`src/rtl/audio_rec_pkg.sv`:
```
// Shared definitions for the audio record/playback sequencer.
// State codes are visible on the state port for LEDs.
package audio_rec_pkg;

    localparam int SAMPLE_W_DEF = 16;
    localparam int ADDR_W_DEF   = 16;
    localparam int STEREO_W_DEF = 2 * SAMPLE_W_DEF;

    typedef enum logic [2:0] {
        S_IDLE       = 3'd0,
        S_REC_WAIT   = 3'd1,
        S_REC_WRITE  = 3'd2,
        S_PLAY_WAIT  = 3'd3,
        S_PLAY_FETCH = 3'd4,
        S_PLAY_OUT   = 3'd5
    } state_t;

    function automatic int stereo_w(input int sample_w);
        return 2 * sample_w;
    endfunction

endpackage

```
`src/rtl/rd_lat_delay.sv`:
```
// Valid shift register that flags when RAM read data has arrived,
// RD_LAT cycles after a fetch is launched.
module rd_lat_delay #(
    parameter int RD_LAT = 2
) (
    input  logic clk,
    input  logic rst,
    input  logic clr,
    input  logic start,
    output logic valid
);

    logic [RD_LAT-1:0] sr;

    always_ff @(posedge clk or negedge rst) begin
        if (!rst) begin
            sr <= '0;
        end else if (clr) begin
            sr <= '0;
        end else begin
            sr <= (sr << 1) | RD_LAT'(start);
        end
    end

    assign valid = sr[RD_LAT-1];

endmodule

```
`src/rtl/audio_rec_play_ctrl.sv`:
```
// Record/playback sequencer between the codec handshake and a
// single-port sample RAM, with live passthrough while idle.
module audio_rec_play_ctrl
    import audio_rec_pkg::*;
#(
    parameter int SAMPLE_W = SAMPLE_W_DEF,
    parameter int ADDR_W   = ADDR_W_DEF,
    parameter int REPEAT   = 3,
    parameter int RD_LAT   = 2
) (
    input  logic                  clk,
    input  logic                  rst,
    input  logic                  rec_start,
    input  logic                  play_start,
    input  logic                  stop,
    input  logic                  loop_en,
    input  logic                  passthrough,
    input  logic                  audio_in_available,
    input  logic                  audio_out_allowed,
    input  logic [SAMPLE_W-1:0]   left_in,
    input  logic [SAMPLE_W-1:0]   right_in,
    output logic                  read_audio_in,
    output logic                  write_audio_out,
    output logic [SAMPLE_W-1:0]   left_out,
    output logic [SAMPLE_W-1:0]   right_out,
    output logic [ADDR_W-1:0]     mem_addr,
    output logic [2*SAMPLE_W-1:0] mem_wdata,
    output logic                  mem_wren,
    input  logic [2*SAMPLE_W-1:0] mem_rdata,
    output logic [ADDR_W:0]       rec_len,
    output logic [2:0]            state
);

    localparam int WORD_W = stereo_w(SAMPLE_W);

    state_t              st_q, st_d;
    logic [ADDR_W-1:0]   addr_d;
    logic [ADDR_W:0]     len_d;
    logic [WORD_W-1:0]   wdata_d;
    logic [SAMPLE_W-1:0] lo_d, ro_d;
    logic                wren_d, rd_d, wr_d;
    logic [2:0]          burst_q, burst_d;
    logic                stop_q, stop_d;
    logic                go, data_vld, in_play;

    assign go      = audio_in_available & audio_out_allowed;
    assign in_play = st_q inside {S_PLAY_WAIT, S_PLAY_FETCH, S_PLAY_OUT};
    assign state   = st_q;

    rd_lat_delay #(.RD_LAT(RD_LAT)) u_rd_lat (
        .clk   (clk),
        .rst   (rst),
        .clr   (st_q == S_IDLE),
        .start ((st_q == S_PLAY_WAIT) && go && !stop),
        .valid (data_vld)
    );

    always_comb begin
        st_d    = st_q;
        addr_d  = mem_addr;
        len_d   = rec_len;
        wdata_d = mem_wdata;
        lo_d    = left_out;
        ro_d    = right_out;
        wren_d  = 1'b0;
        rd_d    = 1'b0;
        wr_d    = 1'b0;
        burst_d = burst_q;
        stop_d  = stop_q;
        unique case (st_q)
            S_IDLE: begin
                stop_d = 1'b0;
                if (rec_start) begin
                    st_d   = S_REC_WAIT;
                    addr_d = '0;
                    len_d  = '0;
                end else if (play_start && rec_len != '0) begin
                    st_d   = S_PLAY_WAIT;
                    addr_d = '0;
                end else if (passthrough) begin
                    // gate on the previous strobe so strobes never repeat
                    if (go && !read_audio_in && !write_audio_out) begin
                        rd_d = 1'b1;
                        wr_d = 1'b1;
                        lo_d = left_in;
                        ro_d = right_in;
                    end
                end else begin
                    lo_d = '0;
                    ro_d = '0;
                end
            end
            S_REC_WAIT: begin
                if (stop || stop_q) begin
                    st_d   = S_IDLE;
                    stop_d = 1'b0;
                end else if (go) begin
                    rd_d    = 1'b1;
                    wdata_d = {left_in, right_in};
                    wren_d  = 1'b1;
                    burst_d = '0;
                    st_d    = S_REC_WRITE;
                end
            end
            S_REC_WRITE: begin
                if (stop) stop_d = 1'b1;
                len_d = rec_len + (ADDR_W+1)'(1);
                if (&mem_addr) begin
                    st_d = S_IDLE;
                end else begin
                    addr_d = mem_addr + ADDR_W'(1);
                    if (burst_q == 3'(REPEAT - 1)) begin
                        st_d = S_REC_WAIT;
                    end else begin
                        wren_d  = 1'b1;
                        burst_d = burst_q + 3'd1;
                    end
                end
            end
            S_PLAY_WAIT: begin
                if (go) st_d = S_PLAY_FETCH;
            end
            S_PLAY_FETCH: begin
                if (data_vld) begin
                    {lo_d, ro_d} = mem_rdata;
                    st_d = S_PLAY_OUT;
                end
            end
            S_PLAY_OUT: begin
                rd_d   = 1'b1;
                wr_d   = 1'b1;
                addr_d = mem_addr + ADDR_W'(1);
                st_d   = S_PLAY_WAIT;
                if (({1'b0, mem_addr} + (ADDR_W+1)'(1)) == rec_len) begin
                    if (loop_en) addr_d = '0;
                    else         st_d   = S_IDLE;
                end
            end
            default: st_d = S_IDLE;
        endcase
        if (stop && in_play) begin
            st_d = S_IDLE;
            rd_d = 1'b0;
            wr_d = 1'b0;
            if (!passthrough) begin
                lo_d = '0;
                ro_d = '0;
            end
        end
    end

    always_ff @(posedge clk or negedge rst) begin
        if (!rst) begin
            st_q            <= S_IDLE;
            mem_addr        <= '0;
            rec_len         <= '0;
            mem_wdata       <= '0;
            mem_wren        <= 1'b0;
            read_audio_in   <= 1'b0;
            write_audio_out <= 1'b0;
            left_out        <= '0;
            right_out       <= '0;
            burst_q         <= '0;
            stop_q          <= 1'b0;
        end else begin
            st_q            <= st_d;
            mem_addr        <= addr_d;
            rec_len         <= len_d;
            mem_wdata       <= wdata_d;
            mem_wren        <= wren_d;
            read_audio_in   <= rd_d;
            write_audio_out <= wr_d;
            left_out        <= lo_d;
            right_out       <= ro_d;
            burst_q         <= burst_d;
            stop_q          <= stop_d;
        end
    end

endmodule

```
`config.mk`:
```
export PLATFORM = sky130hd
export DESIGN_NAME = audio_rec_play_ctrl
export DESIGN_NICKNAME = d
export VERILOG_FILES = /design/src/rtl/audio_rec_pkg.sv /design/src/rtl/rd_lat_delay.sv /design/src/rtl/audio_rec_play_ctrl.sv
export SDC_FILE = /design/constraint.sdc
export NUM_CORES = 1
export LEC_CHECK = 0
export CORE_MARGIN = 4
export CORE_UTILIZATION = 40
export CTS_CLUSTER_SIZE = 40
export DETAILED_ROUTE_END_ITERATION = 6
export GPL_ROUTABILITY_DRIVEN = 0
export PLACE_DENSITY_LB_ADDON = 0.3
export SLEW_MARGIN = 20
export SYNTH_ARGS = -nofsm -noshare
export SYNTH_HDL_FRONTEND = slang
export SYNTH_HIERARCHICAL = 1
export SYNTH_SLANG_ARGS = --single-unit
```
`constraint.sdc`:
```
create_clock -name clk -period 3.08 [get_ports clk]
set_input_delay 0.924 -clock clk [delete_from_list [all_inputs] [get_ports clk]]
set_output_delay 0.924 -clock clk [all_outputs]
set_load 0.02 [all_outputs]
```
== Word level (Yosys, flattened, before mapping) ==
Index checks and enable logic that the tools add are counted.

* Bits in registers: 109
* Bits in latches: 0
* RAM bits: 0
* Bits in read-only memories: 0
* Bits of input ports: 73
* Output and inout port bits: 103
* Memories: 0

* Add/sub/neg operators: 4
* $mul: 0
* Div/mod/pow operators: 0
* $lt $le $gt $ge: 0
* Eq/ne operators: 20
* Shift operators: 0
* Mux-type cells: 58
* Bitwise logic cells: 3
* Reduce and logical (&&, ||, !) cells: 24

{| class="wikitable"
|+ Operator list
! operator !! count
|-
| 16-bit two-way mux || 19
|-
| 16-bit one-hot mux with 2 select lines || 2
|-
| 16-bit one-hot mux with 3 select lines || 1
|-
| 3-bit two-way mux || 13
|-
| 17-bit one-hot mux with 2 select lines || 1
|-
| 3-bit one-hot mux with 6 select lines || 1
|-
| 16-bit by 1-bit adder with 17-bit output, second input constant || 1
|-
| 17-bit by 1-bit adder with 17-bit output, second input constant || 1
|-
| 17-bit equality test || 1
|-
| 17-bit two-way mux || 1
|-
| 17-bit nonzero test || 1
|-
| 16-bit by 1-bit adder with 16-bit output, second input constant || 1
|-
| 16-bit AND reduction || 1
|-
| 2-bit inequality test, second input constant || 7
|-
| 1-bit two-way mux || 12
|-
| 4-bit inequality test, second input constant || 3
|-
| 5-bit AND reduction || 2
|-
| 3-bit by 2-bit equality test with 1-bit output, second input constant || 3
|-
| 3-bit AND reduction || 3
|-
| 3-bit nonzero test || 3
|-
| 3-bit equality test, second input constant || 2
|-
| 1-bit logical AND || 6
|-
| 2-bit two-way mux || 3
|-
| 1-bit one-hot mux with 3 select lines || 2
|-
| 15 further kinds || 19
|}

== Logic depth before layout (Yosys ltp) ==
Gate-level depths: netlist of run 1.

* Depth after elaboration: 10
* Gate-level depth with buffers: 12
* Mapped depth without buffers: 9

== Modules after synthesis ==
Netlist of run 1, hierarchy kept.

{| class="wikitable"
|+ By module, submodules not included
! module !! times used !! cells an instance !! area an instance (sq um)
|-
| audio_rec_play_ctrl || 1 || 647 || 6038.3
|-
| rd_lat_delay || 1 || 4 || 62.6
|}

== Worst setup path before layout of run 1 ==
No wires, ideal clock.

* Path kind: reg-to-reg
* From: register mem_addr[0]
* To: register mem_addr[7]
* Library setup time: 101 ps
* Arrival: 2731 ps
* Slack: 249 ps
* Stages on the path, launching flop included: 11
* Path buffers: 2
* Cell sequence: dfrtp_1 > ha_1 > buf_2 > nand2_1 > or4_1 > buf_2 > and2_4 > o311a_4 > o2111ai_2 > nand2_1 > o311ai_2

* Longest elaborated chain between the ends: 4
* Elaborated cells on any way between the ends: 10

{| class="wikitable"
|+ Ends and longest elaborated chain
! element !! line !! RTL
|-
| start, declared || audio_rec_play_ctrl.sv:26 || <nowiki>output logic [ADDR_W-1:0] mem_addr,</nowiki>
|-
| start signal, assigned || audio_rec_play_ctrl.sv:167 || <nowiki>mem_addr <= addr_d;</nowiki>
|-
| 16-bit by 1-bit adder with 17-bit output or 16-bit by 1-bit adder with 16-bit output (tied branches) || audio_rec_play_ctrl.sv:134, audio_rec_play_ctrl.sv:111, audio_rec_play_ctrl.sv:132 ||
|-
| 17-bit equality test or 16-bit two-way mux (tied branches) || audio_rec_play_ctrl.sv:134, audio_rec_play_ctrl.sv:135 ||
|-
| 16-bit two-way mux || audio_rec_play_ctrl.sv:134 || <nowiki>if (({1'b0, mem_addr} + (ADDR_W+1)'(1)) == rec_len) begin</nowiki>
|-
| 16-bit one-hot mux with 3 select lines || audio_rec_play_ctrl.sv:70 || <nowiki>unique case (st_q)</nowiki>
|}

Parallel ways exist; a longest one is shown, timed or not. The select of a mux whose other input is x is not followed.
A chain may end at the register's enable or synchronous reset.

== Final worst setup path of run 1 ==
* From: register mem_addr[0]
* To: register mem_addr[11]

Same word-level chain as after synthesis.

==> impl_metrics.py, run 1 <==
metrics = {
    "run_status": {
        "outcome": "completed",
    },
    "floorplanning": {
        "fp-row-count": 44,
        "die_area_sq_um": 17300,
        "ios": 176,
        "core-area_sq_um": 14800,
        "start_util_pct": 41.4,
        "die_w_microns": 132,
        "die_y_microns": 132,
    },
    "synthesis": {
        "synth-seq-cells": 109,
        "async_flop_share_pct": 100,
        "synth.distinct_cells": 61,
        "synth_area_leaders": "dfrtp_1 45%, o21ai_0 7.6%, mux2_2 6.3%",
        "synth_nets": 729,
        "synth_top_area_share_pct": 44.7,
        "synthCells": 651,
        "ys.flop_type": "dfrtp_1",
        "ys_seq_area_share_pct": 44.7,
        "yosysTopAreaCell": "dfrtp_1",
        "syn_area_sq_um": 6100,
        "synth_edf_count": 0,
        "syn_area_per_cell_sq_um": 9.37,
        "yosys_warnings": 6,
    },
    "worst_setup_path": {
        "timing.rr.end": "mem_addr[11]",
        "worst_ep_required_time_ns": 3.30,
        "cp_max_fo": 8,
        "path_class": "reg2reg",
        "worstPathCellList": "ha_1 > buf_4 > xor3_1 > o22ai_1 > o221ai_1 > nor4_1 > o2111ai_2 > o31ai_1 > o21ai_0",
        "rr_startpoint": "mem_addr[0]",
        "r2r_cells": 9,
        "reg2reg_slack_ns": 0.16,
        "start_kind": "register",
        "cp-end-kind": "register",
        "slowest_stage": "dfrtp_2",
        "slowest_delay_ns": 0.48,
        "crit_arrival_ns": 3.14,
    },
    "placement": {
        "dpl_worst_slack_ns": 0.0350,
        "port_buffers": 175,
        "place_inst": 999,
        "post-dp-hpwl_microns": 14700,
    },
    "power": {
        "p_leak_nw": 3.50,
        "powerDensity_nw_per_um2": 798,
        "ir_drop_v": 0.000484,
    },
    "sta": {
        "slew_headroom_pct": 54.6,
        "min_period_ns": 2.92,
        "hold_viol": 0,
        "final.period_utilization_pct": 94.7,
        "tightest_slew_ns": 0.674,
        "drv_slew": 0,
        "setup_viol_count_final": 0,
        "setup_slack_ns": 0.163,
        "finalSetupTns_ns": 0,
        "holdWs_ns": 0.490,
        "fmax_mhz": 343,
        "rsz0062_at_grt": "false",
        "finClkSkew_ns": 0.00826,
    },
    "clocking": {
        "cts_sinks": 109,
        "cts_made_buffers": 9,
        "cts.path.max_buffers": 2,
        "tritoncts": "built",
        "holdBufCountCts": 0,
        "clkLatencyLatePin_ns": 0.36,
        "cts_root_buf": "clkbuf_16",
        "htree_levels": 3,
        "clkTransAtPathRegs_ns": 0.07,
    },
    "routing": {
        "drcViolationCount": 0,
        "wl_per_cell_microns": 19.6,
        "drtIter0Drc": 532,
        "vias": 5971,
        "ant_nets": 0,
        "first_pass_iters": 5,
        "wl_microns": 19900,
        "vias_per_cell": 5.88,
    },
    "global_routing": {
        "met2_usage_pct": 37.9,
        "grt_remaining_overflow": 0,
        "gr-usage-all-layers_pct": 22.7,
        "grt_util_met3_pct": 7.49,
        "antenna_found_initial": 0,
        "grtUsageMet1_pct": 26.7,
        "grt_pass1_wl_microns": 32300,
        "grt_pass1_vias": 6223,
        "top_usage_layer": "met2",
        "grt_max_degree": 55,
    },
    "final_layout": {
        "area_growth_pct": 39.1,
        "n_antenna_cell": 0,
        "fin_cells": 1015,
        "layout_common_cells": "174 x clkdlybuf4s50_1, 107 x dfrtp_1, 93 x o21ai_0, 48 x a21oi_1, 46 x nand2_1",
        "final_nets": 904,
        "drive_gt1_share_pct": 12.6,
        "mostFrequentLayoutCell": "clkdlybuf4s50_1",
    },
    "min_path": {
        "worstHoldPathType": "in2async",
    },
    "job": {
        "cap_violations": 0,
    },
}
[Yosys cell counts (4+ instances only)]
| library cell | count |
|---|---|
| o21ai_0 | 93 |
| and2_1 | 4 |
| nand2_1 | 46 |
| nor2b_1 | 9 |
| or3_1 | 4 |
| nand4_1 | 17 |
| o21a_1 | 33 |
| a31oi_1 | 10 |
| a21oi_1 | 48 |
| nand3_1 | 23 |
| xor2_1 | 7 |
| and3_1 | 8 |
| buf_2 | 7 |
| o211ai_1 | 5 |
| xnor2_1 | 11 |
| mux2_2 | 34 |
| ha_1 | 5 |
| inv_1 | 18 |
| buf_4 | 5 |
| nor2_1 | 25 |
| nor4_1 | 11 |
| nor3_1 | 8 |
| or4_1 | 5 |
| o31ai_1 | 4 |
| o22ai_1 | 7 |
| clkbuf_1 | 32 |
| mux2i_1 | 10 |
| nand2b_1 | 4 |
| dfrtp_1 | 109 |
[cell type report]
class	instances	area, sq um
clock buffers	10	239
clock inverters	6	51.3
fillers	1283	6270
inverters	18	67.6
multi-input cells	474	3090
flip-flops and latches	109	2730
well taps	184	230
repair buffers	214	2080
[flip-flops by register name, summed over array words and instances, names as in the netlist]
| signal | count |
|---|---|
| burst_q | 3 |
| left_out | 16 |
| mem_addr | 16 |
| mem_wdata | 32 |
| mem_wren | 1 |
| read_audio_in | 1 |
| rec_len | 17 |
| right_out | 16 |
| state | 3 |
| stop_q | 1 |
| u_rd_lat/sr | 2 |
| write_audio_out | 1 |
[how the worst max path moves through the flow]
stage,cells after the start,startpoint,endpoint
finish,9,mem_addr[0],mem_addr[11]
global route,9,mem_addr[5],mem_addr[5]
CTS,8,mem_addr[0],mem_addr[7]
detailed placement,9,play_start,state[0]
floorplan,10,mem_addr[0],mem_addr[7]
global placement,9,play_start,left_out[14]
[metrics by stage]
step | cell area [sq um] | total power, mW | utilization (%)
final | 8490 | 6.77 | 57.5
after global routing | 8490 | 7.15 | 57.5
after CTS | 8470 | 6.80 | 57.4
after detailed placement | 8180 | 5.60 | 55.5
after global placement | 8180 | 5.51 | 55.5
after floorplan | 6100 | 4.00 | -
[routing by layer]
| layer | share of wire (%) | up-vias |
|---|---|---|
| li1 | - | 2740 |
| met1 | 39 | 2889 |
| met2 | 48 | 285 |
| met3 | 9.2 | 57 |
| met4 | 3.4 | 0 |
| met5 | 0 | - |
[worst max-delay path, delay by kind of cell (launching register included)]
family / cells / cell delay [ns]
AO/OA/AOI/OAI: 5 / 1.15
buffers and inverters: 1 / 0.17
flip-flops: 1 / 0.48
XOR/XNOR: 1 / 0.35
adder cells (fa/ha/maj): 1 / 0.24
AND/OR/NAND/NOR: 1 / 0.39
[what timing repair did]
item | in CTS | in global routing
setup endpoints to repair | 0 | 8
gates resized for setup | 0 | 4
setup buffers | 0 | 0
[cells by family (layout without fill, tap and decap cells)]
logic type / count (synthesis) / after routing / synth area share [%]
simple gates: 183 / 183 / 16.1
compound gates: 223 / 223 / 22.3
mux: 44 / 44 / 7.92
buf+inv: 68 / 248 / 4.90
xor+xnor: 19 / 19 / 2.97
flops: 109 / 109 / 44.7
fa+ha+maj: 5 / 5 / 1.03
[report_power, final]
| group | total [mW] | switching (mW) | internal [mW] | leakage, nW |
|---|---|---|---|---|
| clock network | 1.16 | 0.577 | 0.585 | 0.140 |
| registers | 2.24 | 0.347 | 1.90 | 1.42 |
| logic | 3.37 | 1.77 | 1.60 | 1.94 |
(Power assumes the default switching activity.)
==> run 2: changes to the inputs <==
--- a/config.mk
+++ b/config.mk
@@ -5,6 +5,7 @@
 export SDC_FILE = /design/constraint.sdc
 export NUM_CORES = 1
 export LEC_CHECK = 0
+export CAP_MARGIN = 0
 export CORE_MARGIN = 4
 export CORE_UTILIZATION = 40
 export CTS_CLUSTER_SIZE = 40
==> results of run 2 <==
Final layout, timing and power as in run 1 (identical DEF).
